### src/rtl/axi4_write_data.sv
// rtl/axi4_write_data.sv - AXI4-Stream to DDR4 adapter write-data FIFO
//
// Accepts DATA_W-bit beats from an AXI4-Stream slave port and holds them in a
// DEPTH-entry FIFO. Each ddr_wr_req pulse pops one beat into ddr_wr_data, which
// is flagged fresh by ddr_wr_valid exactly one cycle after the request. A
// request that finds the FIFO empty sets the sticky err flag.
//
// Optional feature macro: AXI_WR_KEEP_CHECK_EN
//   defined   : a pushed beat whose TKEEP is not all-ones also sets err
//   undefined : TKEEP is ignored
//
// Ports:
//   clk, rst_n        clock, asynchronous active-low reset
//   S_AXIS_TDATA      stream beat data
//   S_AXIS_TKEEP      byte qualifiers (checked only with the macro)
//   S_AXIS_TVALID     stream beat valid
//   S_AXIS_TLAST      ignored
//   S_AXIS_TREADY     registered ready, high while the FIFO has room
//   ddr_wr_req        one-cycle request for one write beat
//   ddr_wr_data       beat returned for the most recent serviced request
//   ddr_wr_valid      ddr_wr_data is fresh this cycle
//   fifo_count        beats stored, 0..DEPTH
//   err               sticky error flag
//   latest_buf        ddr_wr_data[15:0]

module axi4_write_data #(
  parameter int DATA_W = 512,
  parameter int DEPTH  = 4,
  parameter int PTR_W  = 2
) (
  input  logic                clk,
  input  logic                rst_n,
  input  logic [DATA_W-1:0]   S_AXIS_TDATA,
  input  logic [DATA_W/8-1:0] S_AXIS_TKEEP,
  input  logic                S_AXIS_TVALID,
  input  logic                S_AXIS_TLAST,
  output logic                S_AXIS_TREADY,
  input  logic                ddr_wr_req,
  output logic [DATA_W-1:0]   ddr_wr_data,
  output logic                ddr_wr_valid,
  output logic [PTR_W:0]      fifo_count,
  output logic                err,
  output logic [15:0]         latest_buf
);

  localparam logic [PTR_W:0] DEPTH_C = (PTR_W+1)'(DEPTH);

  logic [DATA_W-1:0] mem_q [DEPTH];
  logic [DATA_W-1:0] mem_d [DEPTH];
  logic [PTR_W-1:0]  wr_ptr_q, wr_ptr_d;
  logic [PTR_W-1:0]  rd_ptr_q, rd_ptr_d;
  logic [PTR_W:0]    count_q, count_d;
  logic              tready_q, tready_d;
  logic [DATA_W-1:0] rd_data_q, rd_data_d;
  logic              rd_valid_q, rd_valid_d;
  logic              err_q, err_d;

  logic push;
  logic pop;
  logic underflow;
  logic keep_err;

  // TLAST carries no information here (the DMA marks every beat last).
  logic unused_tlast;
  assign unused_tlast = S_AXIS_TLAST;

`ifdef AXI_WR_KEEP_CHECK_EN
  assign keep_err = push && (S_AXIS_TKEEP != '1);
`else
  logic unused_tkeep;
  assign unused_tkeep = ^S_AXIS_TKEEP;
  assign keep_err     = 1'b0;
`endif

  always_comb begin
    // Pop and underflow look only at the count before this edge, so a beat
    // arriving at the same edge cannot satisfy the request (no bypass).
    push      = S_AXIS_TVALID && tready_q;
    pop       = ddr_wr_req && (count_q != '0);
    underflow = ddr_wr_req && (count_q == '0);

    mem_d = mem_q;
    if (push) begin
      mem_d[wr_ptr_q] = S_AXIS_TDATA;
    end

    wr_ptr_d  = push ? wr_ptr_q + PTR_W'(1) : wr_ptr_q;
    rd_ptr_d  = pop  ? rd_ptr_q + PTR_W'(1) : rd_ptr_q;
    count_d   = count_q + (PTR_W+1)'(push) - (PTR_W+1)'(pop);
    // Ready is registered from the next count so it is free of input paths.
    tready_d  = count_d < DEPTH_C;
    rd_data_d = pop ? mem_q[rd_ptr_q] : rd_data_q;
    rd_valid_d = pop;
    err_d     = err_q | underflow | keep_err;
  end

  // Storage contents need no reset; occupancy is tracked by count_q.
  always_ff @(posedge clk) begin
    mem_q <= mem_d;
  end

  always_ff @(posedge clk or negedge rst_n) begin
    if (!rst_n) begin
      wr_ptr_q   <= '0;
      rd_ptr_q   <= '0;
      count_q    <= '0;
      tready_q   <= 1'b0;
      rd_data_q  <= '0;
      rd_valid_q <= 1'b0;
      err_q      <= 1'b0;
    end else begin
      wr_ptr_q   <= wr_ptr_d;
      rd_ptr_q   <= rd_ptr_d;
      count_q    <= count_d;
      tready_q   <= tready_d;
      rd_data_q  <= rd_data_d;
      rd_valid_q <= rd_valid_d;
      err_q      <= err_d;
    end
  end

  assign S_AXIS_TREADY = tready_q;
  assign ddr_wr_data   = rd_data_q;
  assign ddr_wr_valid  = rd_valid_q;
  assign fifo_count    = count_q;
  assign err           = err_q;
  assign latest_buf    = rd_data_q[15:0];

endmodule

### config.mk
export PLATFORM = sky130hd
export DESIGN_NAME = axi4_write_data
export DESIGN_NICKNAME = d
export VERILOG_FILES = /design/src/rtl/axi4_write_data.sv
export SDC_FILE = /design/constraint.sdc
export NUM_CORES = 2
export LEC_CHECK = 0
export BUFFER_PORTS_ARGS = -buffer_cell sky130_fd_sc_hd__buf_2
export CAP_MARGIN = 20
export CORE_MARGIN = 5
export CORE_UTILIZATION = 50
export CTS_CLUSTER_SIZE = 30
export DETAILED_ROUTE_END_ITERATION = 10
export PLACE_DENSITY = 0.7
export SLEW_MARGIN = 20
export SYNTH_ARGS = -nofsm -noshare
export SYNTH_HDL_FRONTEND = slang
export SYNTH_SLANG_ARGS = --single-unit
### constraint.sdc
create_clock -name clk -period 17.7 [get_ports clk]
set_input_delay 0.885 -clock clk [delete_from_list [all_inputs] [get_ports clk]]
set_output_delay 0.885 -clock clk [all_outputs]
set_load 0.05 [all_outputs]
Yosys cells after proc, flatten, opt, wreduce, memory -nomap -nowiden
Index checks and enable logic that the tools add are counted.
- input bits: 581
- logic and storage cells: 34
- output and inout port bits: 534
- flip-flop bits (word level): 2570
- order comparisons: 4
- reduce and logical (&&, ||, !) cells: 6
- bitwise gates (word level): 3
- $add $sub $neg: 4
- muxes and demuxes: 6
- operators by type and width (cell ; number):
    $bwmux W2048 ; 1
    $mux W512 ; 3
    $bmux W512 S2 ; 1
    $demux W512 S2 ; 1
    $ge A3 B3 Y1 const B ; 2
    $not A2 Y3 ; 2
    $add A2 B1 Y2 const B ; 2
    $logic_and A1 B1 Y1 ; 4
    $add A3 B1 Y3 ; 1
    $logic_not A3 Y1 ; 1
    $lt A3 B1 Y1 const B ; 1
    $lt A3 B3 Y1 const B ; 1
    $reduce_bool A3 Y1 ; 1
    $sub A3 B1 Y3 ; 1
    $or A1 B1 Y1 ; 1

Longest topological paths before layout
- depth in word-level cells: 6
- mapped depth: 11
- depth with buffers taken out: 9

Worst setup path after synthesis
Ideal clock, no wire load.
- path type: input-to-reg
- from: input S_AXIS_TVALID
- to: register mem_q[1536] (netlist name) (enable)
- path buffers: 0
- cell stages on the path: 1
- slack: 4.219 ns
- data arrival time: 12.535 ns
- library setup time: 0.947 ns
- data required time: 16.753 ns
- path through: and3_1
- longest elaborated chain between the ends: 1
- ends and longest elaborated chain (what ; line ; source):
    from (decl) ; 35 ; input logic S_AXIS_TVALID,
    $logic_and A1 B1 Y1 ; 78 ; push = S_AXIS_TVALID && tready_q;
    to (signal assigned) ; 99 ; mem_q <= mem_d;
    to (decl) ; 48 ; logic [DATA_W-1:0] mem_q [DEPTH];
Every way passes these cells.
A chain may end at the register's enable or synchronous reset.

==> results.json <==
{
  "synth_top_area_share": 0.6582,
  "grt_pass1_vias": 45050,
  "synth_area_leaders": "edfxtp_1 (66%), dfrtp_1 (14%), mux4_2 (12%), mux2_2 (6.2%), buf_6 (0.63%)",
  "post-cts-setup-buffers": 0,
  "p_per_area_mw_per_mm2": 188.0,
  "fin_skew_ns": 0.04972,
  "status": "finished, final reports clean",
  "finalNonFillerCells": 7753,
  "layout_common_cells": "edfxtp_1 (2,048), buf_2 (1,048), dfrtp_1 (520)",
  "syn2layout_area_growth_pct": 17.18,
  "ctsResizeCount": 0,
  "portBuffers": 1049,
  "dp_hpwl_um": 136900,
  "synth_cells": 3810,
  "die_area_mm2": 0.1956,
  "remaining_drc_errors": 0,
  "synth.avg_cell_area_um2": 24.52,
  "cp_data_arrival_time_ns": 6.05,
  "crit_fanout": 60,
  "syn-num-nets": 4398,
  "via_count": 43080,
  "ys_seq_area_frac": 0.7980,
  "cts_tree": "built",
  "cts.clk_slew.worst_paths_ns": 0.06,
  "drt-initial-drc-count": 3048,
  "worst_slack_ns": 12.14,
  "ir_worst_vdd_mv": 0.1763,
  "fmax_mhz": 179.7,
  "num_io_pins": 1115,
  "gr-total-overflow": 0,
  "ant_nets": 0,
  "htreeDepth": 4,
  "worst_pin_slew_ns": 1.111,
  "swShare": 0.3562,
  "wl_um": 216100,
  "post-route-util": 0.5898,
  "fin_nets": 5570,
  "drv_slew": 0,
  "layout-drive-gt1-share": 0.4840,
  "p_seq_frac": 0.409,
  "crit_path_max_incr_delay_ns": 0.80,
  "whs_ns": 0.08194,
  "crit_path_start_kind": "flip-flop",
  "cts_sinks": 2570,
  "worstPathRequired_ns": 18.19,
  "postCtsHoldBufs": 0,
  "die_h_um": 442.3,
  "dp_cells": 7219,
  "cp_top_family": "buffers and inverters",
  "relSlewSlack": 0.2592,
  "num_rows": 158,
  "via_per_inst": 5.557,
  "drtPass1Iterations": 7,
  "critical_path_class": "reg -> reg",
  "hold_violations": 0,
  "yosys_warnings": 0,
  "start_util": 0.5033,
  "clkPwrFrac": 0.253,
  "cts_buffers": 241,
  "clock_path_buffers": 3,
  "p_sw_mw": 7.333,
  "final_cell_area_mm2": 0.1095,
  "grtUsageTotal": 0.2189,
  "combPwrFrac": 0.338,
  "yosys_register_bits": 2570,
  "post-place-ws_ns": 11.67,
  "crit_chain": "inv_1 -> ha_1 -> and3_4 -> buf_4 -> buf_4 -> buf_4 -> buf_4 -> buf_4",
  "wire_per_inst_um": 27.88,
  "setup_viol": 0,
  "clock-root-buffer": "clkbuf_16",
  "grt_pass1_wl_um": 313800,
  "cp.buffers_inverters": 6,
  "min_path_type": "in -> async",
  "intPower_mw": 13.25,
  "cpMaxStageDelayCell": "buf_4",
  "crit_top_cell": "buf_4",
  "coreArea_mm2": 0.1856,
  "antenna_found_initial": 144,
  "routabilityCongestion": 0.7963,
  "clock_insertion_delay_worst_skew_ns": 0.87,
  "maxCapViolations": 0,
  "placed_area_mm2": 0.1011,
  "rsz0062_at_grt": "false",
  "ys_types": 20,
  "dieWidth_um": 442.3,
  "power_leakage_nw": 38.67,
  "yosysTopAreaCell": "edfxtp_1",
  "finalSetupTns_ns": 0,
  "critPathCaptureType": "flip-flop",
  "layout_worst_path_cycle_share": 0.3144,
  "total_power_mw": 20.58,
  "syn-cell-area_mm2": 0.09343,
  "grt_max_degree": 131,
  "fin_crit_ns": 5.564,
  "layout.cells.most_common": "edfxtp_1"
}
[synth_stat cells, drive strengths merged]
master	n
mux4	512
edfxtp	2048
buf	175
nand2	1
dfrtp	522
ha	6
o311ai	1
xor2	1
nor3	1
xnor2	5
a21o	1
inv	6
and3	4
fa	1
o31ai	1
mux2	513
clkbuf	12
[sequential cells by signal, summed over array words and instances, names as in the netlist]
name and flops:
wr_ptr_q 2, mem_q 2048, ddr_wr_valid 1, rd_ptr_q 2
fifo_count 3, ddr_wr_data 512, S_AXIS_TREADY 1, err 1
[per-layer routing]
| metal | global-route usage | wire, um |
|---|---|---|
| met5 | 0 | 242 |
| met4 | 0.1262 | 12780 |
| met3 | 0.05801 | 13700 |
| met2 | 0.3603 | 111200 |
| met1 | 0.2631 | 78230 |
[worst reg2reg max path: cells and delay by family, from the launching register on]
family | cells | cell delay (ns)
fa+ha+maj | 1 | 0.16
simple gates | 1 | 0.54
flops | 1 | 0.43
buf+inv | 6 | 4.04
[final timing paths]
kind / start / to / slack, ns / depth (start not counted)
setup / recovery: wr_ptr_q[0] / mem_q[627] / 12.14 / 8
hold / removal: rst_n / ddr_wr_data[115] / 0.08 / 1
setup reg to reg: wr_ptr_q[0] / mem_q[627] / 12.14 / 8
hold reg to reg: err / err / 0.46 / 1
max in group asynchronous: rst_n / rd_ptr_q[1] / 14.46 / 4
min in group clk: S_AXIS_TDATA[426] / mem_q[1962] / 0.23 / 1
[power groups by stage]
| stage | sequential [mW] | clock, mW | combinational (mW) |
|---|---|---|---|
| 3_5_place_dp | 8.53 | 0 | 7.06 |
| 3_3_place_gp | 8.45 | 0 | 6.99 |
| 4_1_cts | 8.42 | 5.33 | 7.07 |
| 6_report | 8.42 | 5.22 | 6.95 |
| 5_1_grt | 8.53 | 5.60 | 7.28 |
| 2_1_floorplan | 11.0 | 0 | 3.09 |
[cell families (layout without fill, tap and decap cells)]
kind of cell	Yosys count	count (layout)	share of synthesized area
AOI/OAI and AO/OA	3	3	0.0002545
xor gates and xnor gates	6	6	0.0005624
adders and majority gates	7	7	0.001018
buffers and inverters	193	1581	0.01453
DFF	2570	2570	0.7980
muxes	1025	1025	0.1852
other	0	75	0
and+or+nand+nor	6	6	0.0003614
[cell type report]
class	instances	area, um^2
timing repair buffer	1116	5867
antenna	75	187.7
multi-input combinational	1047	17550
fill	13250	76140
tap	2480	3103
clock buffer	355	6929
inverter	6	22.52
clock inverter	104	1262
sequential	2570	74570
Note: power is estimated with default switching activity, not from simulation.
